## src/rtl/alu_ctrl_decode_pipe.sv

```systemverilog
// alu_ctrl_decode_pipe: registered MIPS ALU control decoder.
// Decodes R-type (and optionally I-type) ALU instructions into register-file
// and ALU controls, held in a one-entry output stage with valid/ready
// backpressure, flush, illegal flagging and a saturating illegal counter.
module alu_ctrl_decode_pipe #(
   parameter int ALU_OP_W       = 3,
   parameter int ENABLE_ITYPE   = 1,
   parameter int ZERO_REG_GUARD = 1,
   parameter int CNT_W          = 8
) (
   input  logic                clk,
   input  logic                rst_n,
   input  logic                in_valid,
   output logic                in_ready,
   input  logic [31:0]         instr,
   input  logic                flush,
   output logic                out_valid,
   input  logic                out_ready,
   output logic                we,
   output logic [ALU_OP_W-1:0] alu_op,
   output logic [4:0]          rs,
   output logic [4:0]          rt,
   output logic [4:0]          rd_dst,
   output logic [31:0]         imm_ext,
   output logic                use_imm,
   output logic                illegal,
   output logic [CNT_W-1:0]    illegal_count
);

   typedef enum logic {EMPTY = 1'b0, FULL = 1'b1} state_t;

   localparam logic [CNT_W-1:0] CNT_MAX = {CNT_W{1'b1}};

   state_t                state_r, state_nxt_s;
   logic                  accept_s, in_ready_s;

   // decoded fields before the output register
   logic [5:0]            op_s, func_s;
   logic [2:0]            code_s;
   logic                  rtype_ok_s, itype_ok_s, sext_s, legal_s;
   logic                  we_s, use_imm_s;
   logic [4:0]            dst_s;
   logic [31:0]           imm_s;

   // output stage registers
   logic                  we_r, use_imm_r, illegal_r;
   logic [ALU_OP_W-1:0]   alu_op_r;
   logic [4:0]            rs_r, rt_r, rd_dst_r;
   logic [31:0]           imm_ext_r;
   logic [CNT_W-1:0]      illegal_count_r;

   assign op_s   = instr[31:26];
   assign func_s = instr[5:0];

   // Output-stage state register; reset drops any held instruction.
   always_ff @(posedge clk or negedge rst_n) begin
      if (!rst_n) state_r <= EMPTY;
      else        state_r <= state_nxt_s;
   end

   // Output-stage next state; flush wins over accept and the held entry.
   always_comb begin
      state_nxt_s = state_r;
      case (state_r)
         EMPTY: begin
            if (flush)         state_nxt_s = EMPTY;
            else if (accept_s) state_nxt_s = FULL;
            else               state_nxt_s = EMPTY;
         end
         FULL: begin
            if (flush)          state_nxt_s = EMPTY;
            else if (accept_s)  state_nxt_s = FULL;
            else if (out_ready) state_nxt_s = EMPTY;
            else                state_nxt_s = FULL;
         end
         default: state_nxt_s = EMPTY;
      endcase
   end

   // Handshake outputs; a flush blocks the incoming word.
   always_comb begin
      in_ready_s = (state_r == EMPTY || out_ready) && !flush;
      accept_s   = in_valid && in_ready_s;
   end

   // Opcode/func decode into a 3-bit ALU code and legality flags.
   always_comb begin
      code_s     = 3'b000;
      rtype_ok_s = 1'b0;
      itype_ok_s = 1'b0;
      sext_s     = 1'b0;
      case (op_s)
         6'b000000: begin
            rtype_ok_s = 1'b1;
            case (func_s)
               6'b100000: code_s = 3'b100;
               6'b100010: code_s = 3'b101;
               6'b100100: code_s = 3'b000;
               6'b100101: code_s = 3'b001;
               6'b100110: code_s = 3'b010;
               6'b100111: code_s = 3'b011;
               6'b101011: code_s = 3'b110;
               6'b000100: code_s = 3'b111;
               default:   rtype_ok_s = 1'b0;
            endcase
         end
         6'b001000: begin itype_ok_s = 1'b1; code_s = 3'b100; sext_s = 1'b1; end
         6'b001011: begin itype_ok_s = 1'b1; code_s = 3'b110; sext_s = 1'b1; end
         6'b001100: begin itype_ok_s = 1'b1; code_s = 3'b000; end
         6'b001101: begin itype_ok_s = 1'b1; code_s = 3'b001; end
         6'b001110: begin itype_ok_s = 1'b1; code_s = 3'b010; end
         default:   code_s = 3'b000;
      endcase
   end

   // Field assembly: illegal words zero everything except rs/rt.
   always_comb begin
      legal_s   = rtype_ok_s || (itype_ok_s && (ENABLE_ITYPE != 0));
      dst_s     = 5'd0;
      imm_s     = 32'h0000_0000;
      use_imm_s = 1'b0;
      we_s      = 1'b0;
      if (!legal_s) begin
         dst_s = 5'd0;
      end else if (rtype_ok_s) begin
         dst_s = instr[15:11];
      end else begin
         dst_s     = instr[20:16];
         use_imm_s = 1'b1;
         if (sext_s) imm_s = {{16{instr[15]}}, instr[15:0]};
         else        imm_s = {16'h0000, instr[15:0]};
      end
      if (legal_s && !((ZERO_REG_GUARD != 0) && (dst_s == 5'd0))) we_s = 1'b1;
      else                                                        we_s = 1'b0;
   end

   // Output register: loads on accept, otherwise holds for backpressure.
   always_ff @(posedge clk or negedge rst_n) begin
      if (!rst_n) begin
         we_r      <= 1'b0;
         alu_op_r  <= '0;
         rs_r      <= 5'd0;
         rt_r      <= 5'd0;
         rd_dst_r  <= 5'd0;
         imm_ext_r <= 32'h0000_0000;
         use_imm_r <= 1'b0;
         illegal_r <= 1'b0;
      end else if (accept_s) begin
         we_r      <= we_s;
         alu_op_r  <= legal_s ? ALU_OP_W'(code_s) : '0;
         rs_r      <= instr[25:21];
         rt_r      <= instr[20:16];
         rd_dst_r  <= dst_s;
         imm_ext_r <= imm_s;
         use_imm_r <= use_imm_s;
         illegal_r <= !legal_s;
      end
   end

   // Saturating count of accepted illegal words; flushed words never count.
   always_ff @(posedge clk or negedge rst_n) begin
      if (!rst_n)
         illegal_count_r <= '0;
      else if (accept_s && !legal_s && (illegal_count_r != CNT_MAX))
         illegal_count_r <= illegal_count_r + {{(CNT_W-1){1'b0}}, 1'b1};
   end

   assign in_ready      = in_ready_s;
   assign out_valid     = (state_r == FULL);
   assign we            = we_r;
   assign alu_op        = alu_op_r;
   assign rs            = rs_r;
   assign rt            = rt_r;
   assign rd_dst        = rd_dst_r;
   assign imm_ext       = imm_ext_r;
   assign use_imm       = use_imm_r;
   assign illegal       = illegal_r;
   assign illegal_count = illegal_count_r;

endmodule

```

## config.mk

```make
export PLATFORM = sky130hd
export DESIGN_NAME = alu_ctrl_decode_pipe
export DESIGN_NICKNAME = d
export VERILOG_FILES = /design/src/rtl/alu_ctrl_decode_pipe.sv
export SDC_FILE = /design/constraint.sdc
export NUM_CORES = 1
export LEC_CHECK = 0
export ABC_AREA = 1
export ABC_CLOCK_PERIOD_IN_PS = 3550
export BUFFER_PORTS_ARGS = -buffer_cell sky130_fd_sc_hd__buf_2
export CAP_MARGIN = 20
export CORE_MARGIN = 2
export CORE_UTILIZATION = 53
export CTS_BUF_LIST = sky130_fd_sc_hd__clkbuf_2 sky130_fd_sc_hd__clkbuf_4 sky130_fd_sc_hd__clkbuf_8
export CTS_CLUSTER_SIZE = 40
export DETAILED_ROUTE_END_ITERATION = 16
export PLACE_DENSITY = 0.88
export SYNTH_ARGS = -nofsm -noshare
export SYNTH_HDL_FRONTEND = slang
export SYNTH_SLANG_ARGS = --single-unit
```

## constraint.sdc

```tcl
create_clock -name clk -period 3.55 [get_ports clk]
set_input_delay 0.71 -clock clk [delete_from_list [all_inputs] [get_ports clk]]
set_output_delay 0.71 -clock clk [all_outputs]
set_load 0.03 [all_outputs]
```

==> results.sh <==
export IMPL_critical_path_arrival_ns=1.27
export IMPL_antenna_left=0
export IMPL_drt_pass1_iter_count=5
export IMPL_maxCapViolCount=0
export IMPL_setup_viol=0
export IMPL_synth_ff_type="dfrtp_1"
export IMPL_most_common_layout_cells="nand2_1 (125), buf_2 (99), dfrtp_1 (47), nor2_1 (21), nand3_1 (20)"
export IMPL_drcViolationCount=0
export IMPL_cts_buffers_inserted=5
export IMPL_required_ns=2.84
export IMPL_stdcell_count=424
export IMPL_finalInstanceArea_sq_um=2840
export IMPL_tightest_slew_ns=0.562
export IMPL_cp_common_cell="buf_2"
export IMPL_antenna_found_initial=0
export IMPL_rrSetupSlack_ns=1.72
export IMPL_slowest_delay_ns=0.23
export IMPL_cp_num_buf_inv=4
export IMPL_post_drt_wl_per_cell_um=12.3
export IMPL_placed_cells=416
export IMPL_layout_commonest_cell="nand2_1"
export IMPL_ios=100
export IMPL_initial_core_util=0.562
export IMPL_ys_types=24
export IMPL_synth_seq_area_share=0.513
export IMPL_cts_hold_buffers=0
export IMPL_overflow=0
export IMPL_clock_sinks=47
export IMPL_ys_ff_latch=47
export IMPL_timing_hold_ws_ns=0.309
export IMPL_status="finished, final reports clean"
export IMPL_avgSynthCellArea_sq_um=7.94
export IMPL_drt_iter0_markers=200
export IMPL_syn_num_nets=327
export IMPL_worst_r2r_startpoint="out_valid"
export IMPL_vias=2090
export IMPL_drv_slew=0
export IMPL_slew_headroom=0.625
export IMPL_dp_hpwl_mm=3.70
export IMPL_path_clk_slew_ns=0.09
export IMPL_power_mw=1.36
export IMPL_fin_nets=412
export IMPL_power_density_nw_per_um2=478
export IMPL_cp_slowest_cell="buf_2"
export IMPL_post_cts_resized=0
export IMPL_worstRegToRegCells=10
export IMPL_fp_dieW_um=69.8
export IMPL_min_period_ns=1.98
export IMPL_crit_type="in2out"
export IMPL_rsz0062_at_grt="no"
export IMPL_leakage_nw=1.75
export IMPL_critPathTopFamily="buffers and inverters"
export IMPL_cts_htree_levels=2
export IMPL_port_buffers=99
export IMPL_yosys_warnings=0
export IMPL_fin_tns_setup_ns=0
export IMPL_gp_congestion=0.804
export IMPL_critPathMaxFanout=2
export IMPL_hold_path_class="in2async"
export IMPL_crit_chain="buf_2 -> inv_1 -> nand2_1 -> inv_2 -> nor2_1 -> buf_2"
export IMPL_cts_setup_buffers=0
export IMPL_timing_rr_end="illegal_count[5]"
export IMPL_syn2layout_area_growth_pct=23.8
export IMPL_grt_pass1_vias=1963
export IMPL_end_kind="primary output"
export IMPL_die_h_um=69.8
export IMPL_peakVddDrop_uv=291
export IMPL_synth_cells=289
export IMPL_num_antenna_cells=0
export IMPL_period_share=0.558
export IMPL_place_area_sq_um=2720
export IMPL_synth_async_reset_ratio=1.00
export IMPL_fin_skew_ns=0.00677
export IMPL_vias_per_cell=4.93
export IMPL_wl_mm=5.22
export IMPL_synth_edff_count=0
export IMPL_fillers=348
export IMPL_grt_pass1_wl_mm=8.71
export IMPL_design_core_area_sq_um=4090
export IMPL_grt_usage=0.222
export IMPL_clock_fmax_mhz=505
export IMPL_insertion_delay_ns=0.30
export IMPL_cts_root_buf="clkbuf_8"
export IMPL_die_area_sq_um=4870
export IMPL_synth_area_sq_um=2290
export IMPL_cts_tree="done"
export IMPL_grt_max_degree=48
export IMPL_critPathLaunchType="input pin"
export IMPL_clockBufferDepth=2
export IMPL_drive_above_1_share=0.321
export IMPL_num_rows=23
export IMPL_final_hold_violation_count=0
## layer usage
| metal | share of wire | global-route usage | vias up | routed length [um] |
|---|---|---|---|---|
| met5 | 0 | 0 | - | 0 |
| met4 | 0.014 | 0.0769 | 0 | 74 |
| met3 | 0.068 | 0.0436 | 7 | 355 |
| met2 | 0.49 | 0.380 | 76 | 2530 |
| met1 | 0.43 | 0.281 | 958 | 2260 |
| li1 | - | - | 1049 | - |
## where the power goes
| group | leakage, nW | switching, mW | internal, mW |
|---|---|---|---|
| sequential | 0.625 | 0.0481 | 0.592 |
| combinational | 1.08 | 0.233 | 0.103 |
| clock | 0.0502 | 0.177 | 0.206 |
| total | 1.75 | 0.459 | 0.901 |
## synth_stat cells (2+ instances only)
| cell type | n | area (sq um) |
|---|---|---|
| a21oi_1 | 5 | 25.0 |
| buf_2 | 2 | 10.0 |
| buf_4 | 15 | 113 |
| clkbuf_1 | 6 | 22.5 |
| dfrtp_1 | 47 | 1180 |
| inv_1 | 14 | 52.6 |
| inv_2 | 5 | 18.8 |
| nand2_1 | 125 | 469 |
| nand3_1 | 20 | 100 |
| nand3_4 | 2 | 35.0 |
| nor2_1 | 21 | 78.8 |
| nor2_4 | 2 | 22.5 |
| nor3_1 | 2 | 10.0 |
| o21ai_0 | 8 | 40.0 |
| o21ai_1 | 3 | 15.0 |
| xnor2_1 | 2 | 17.5 |
| xor2_1 | 3 | 26.3 |
## sequential cells by signal, indices dropped and copies added, names as in the netlist
register and flops:
rd_dst 5, illegal_count 8, rt 5, use_imm 1, out_valid 1, alu_op 3
imm_ext 17, illegal 1, rs 5, we 1
## area by class of cell
class,count,area [sq um],area share
inverter,19,71.3,0.0251
timing repair buffer,101,523,0.184
multi-input combinational,200,902,0.317
sequential,47,1180,0.414
tap,50,62.6,0.0220
clock buffer,5,68.8,0.0242
clock inverter,2,37.5,0.0132
## cells by family after synthesis
group	share of synthesized area
adder cells (fa/ha/maj)	0.00545
AO/OA/AOI/OAI	0.0382
XOR/XNOR	0.0191
AND/OR/NAND/NOR	0.330
buffers and inverters	0.0943
flip-flops	0.513
## metrics by stage
step / util / setup slack (ns)
CTS: 0.690 / 1.57
floorplan: - / 1.41
global placement: 0.664 / 1.42
detailed placement: 0.664 / 1.30
global route: 0.695 / 1.44
finish: 0.695 / 1.57
## worst max path at each step
stage / from / to / slack [ns] / depth (start not counted)
3_5_place_dp: out_ready / illegal_count[7] / 1.30 / 12
2_1_floorplan: out_ready / imm_ext[0] / 1.41 / 9
5_1_grt: out_ready / illegal_count[5] / 1.44 / 12
3_3_place_gp: out_ready / illegal_count[7] / 1.42 / 12
6_report: out_ready / in_ready / 1.57 / 6
4_1_cts: out_ready / in_ready / 1.57 / 6
(Power assumes the default switching activity.)
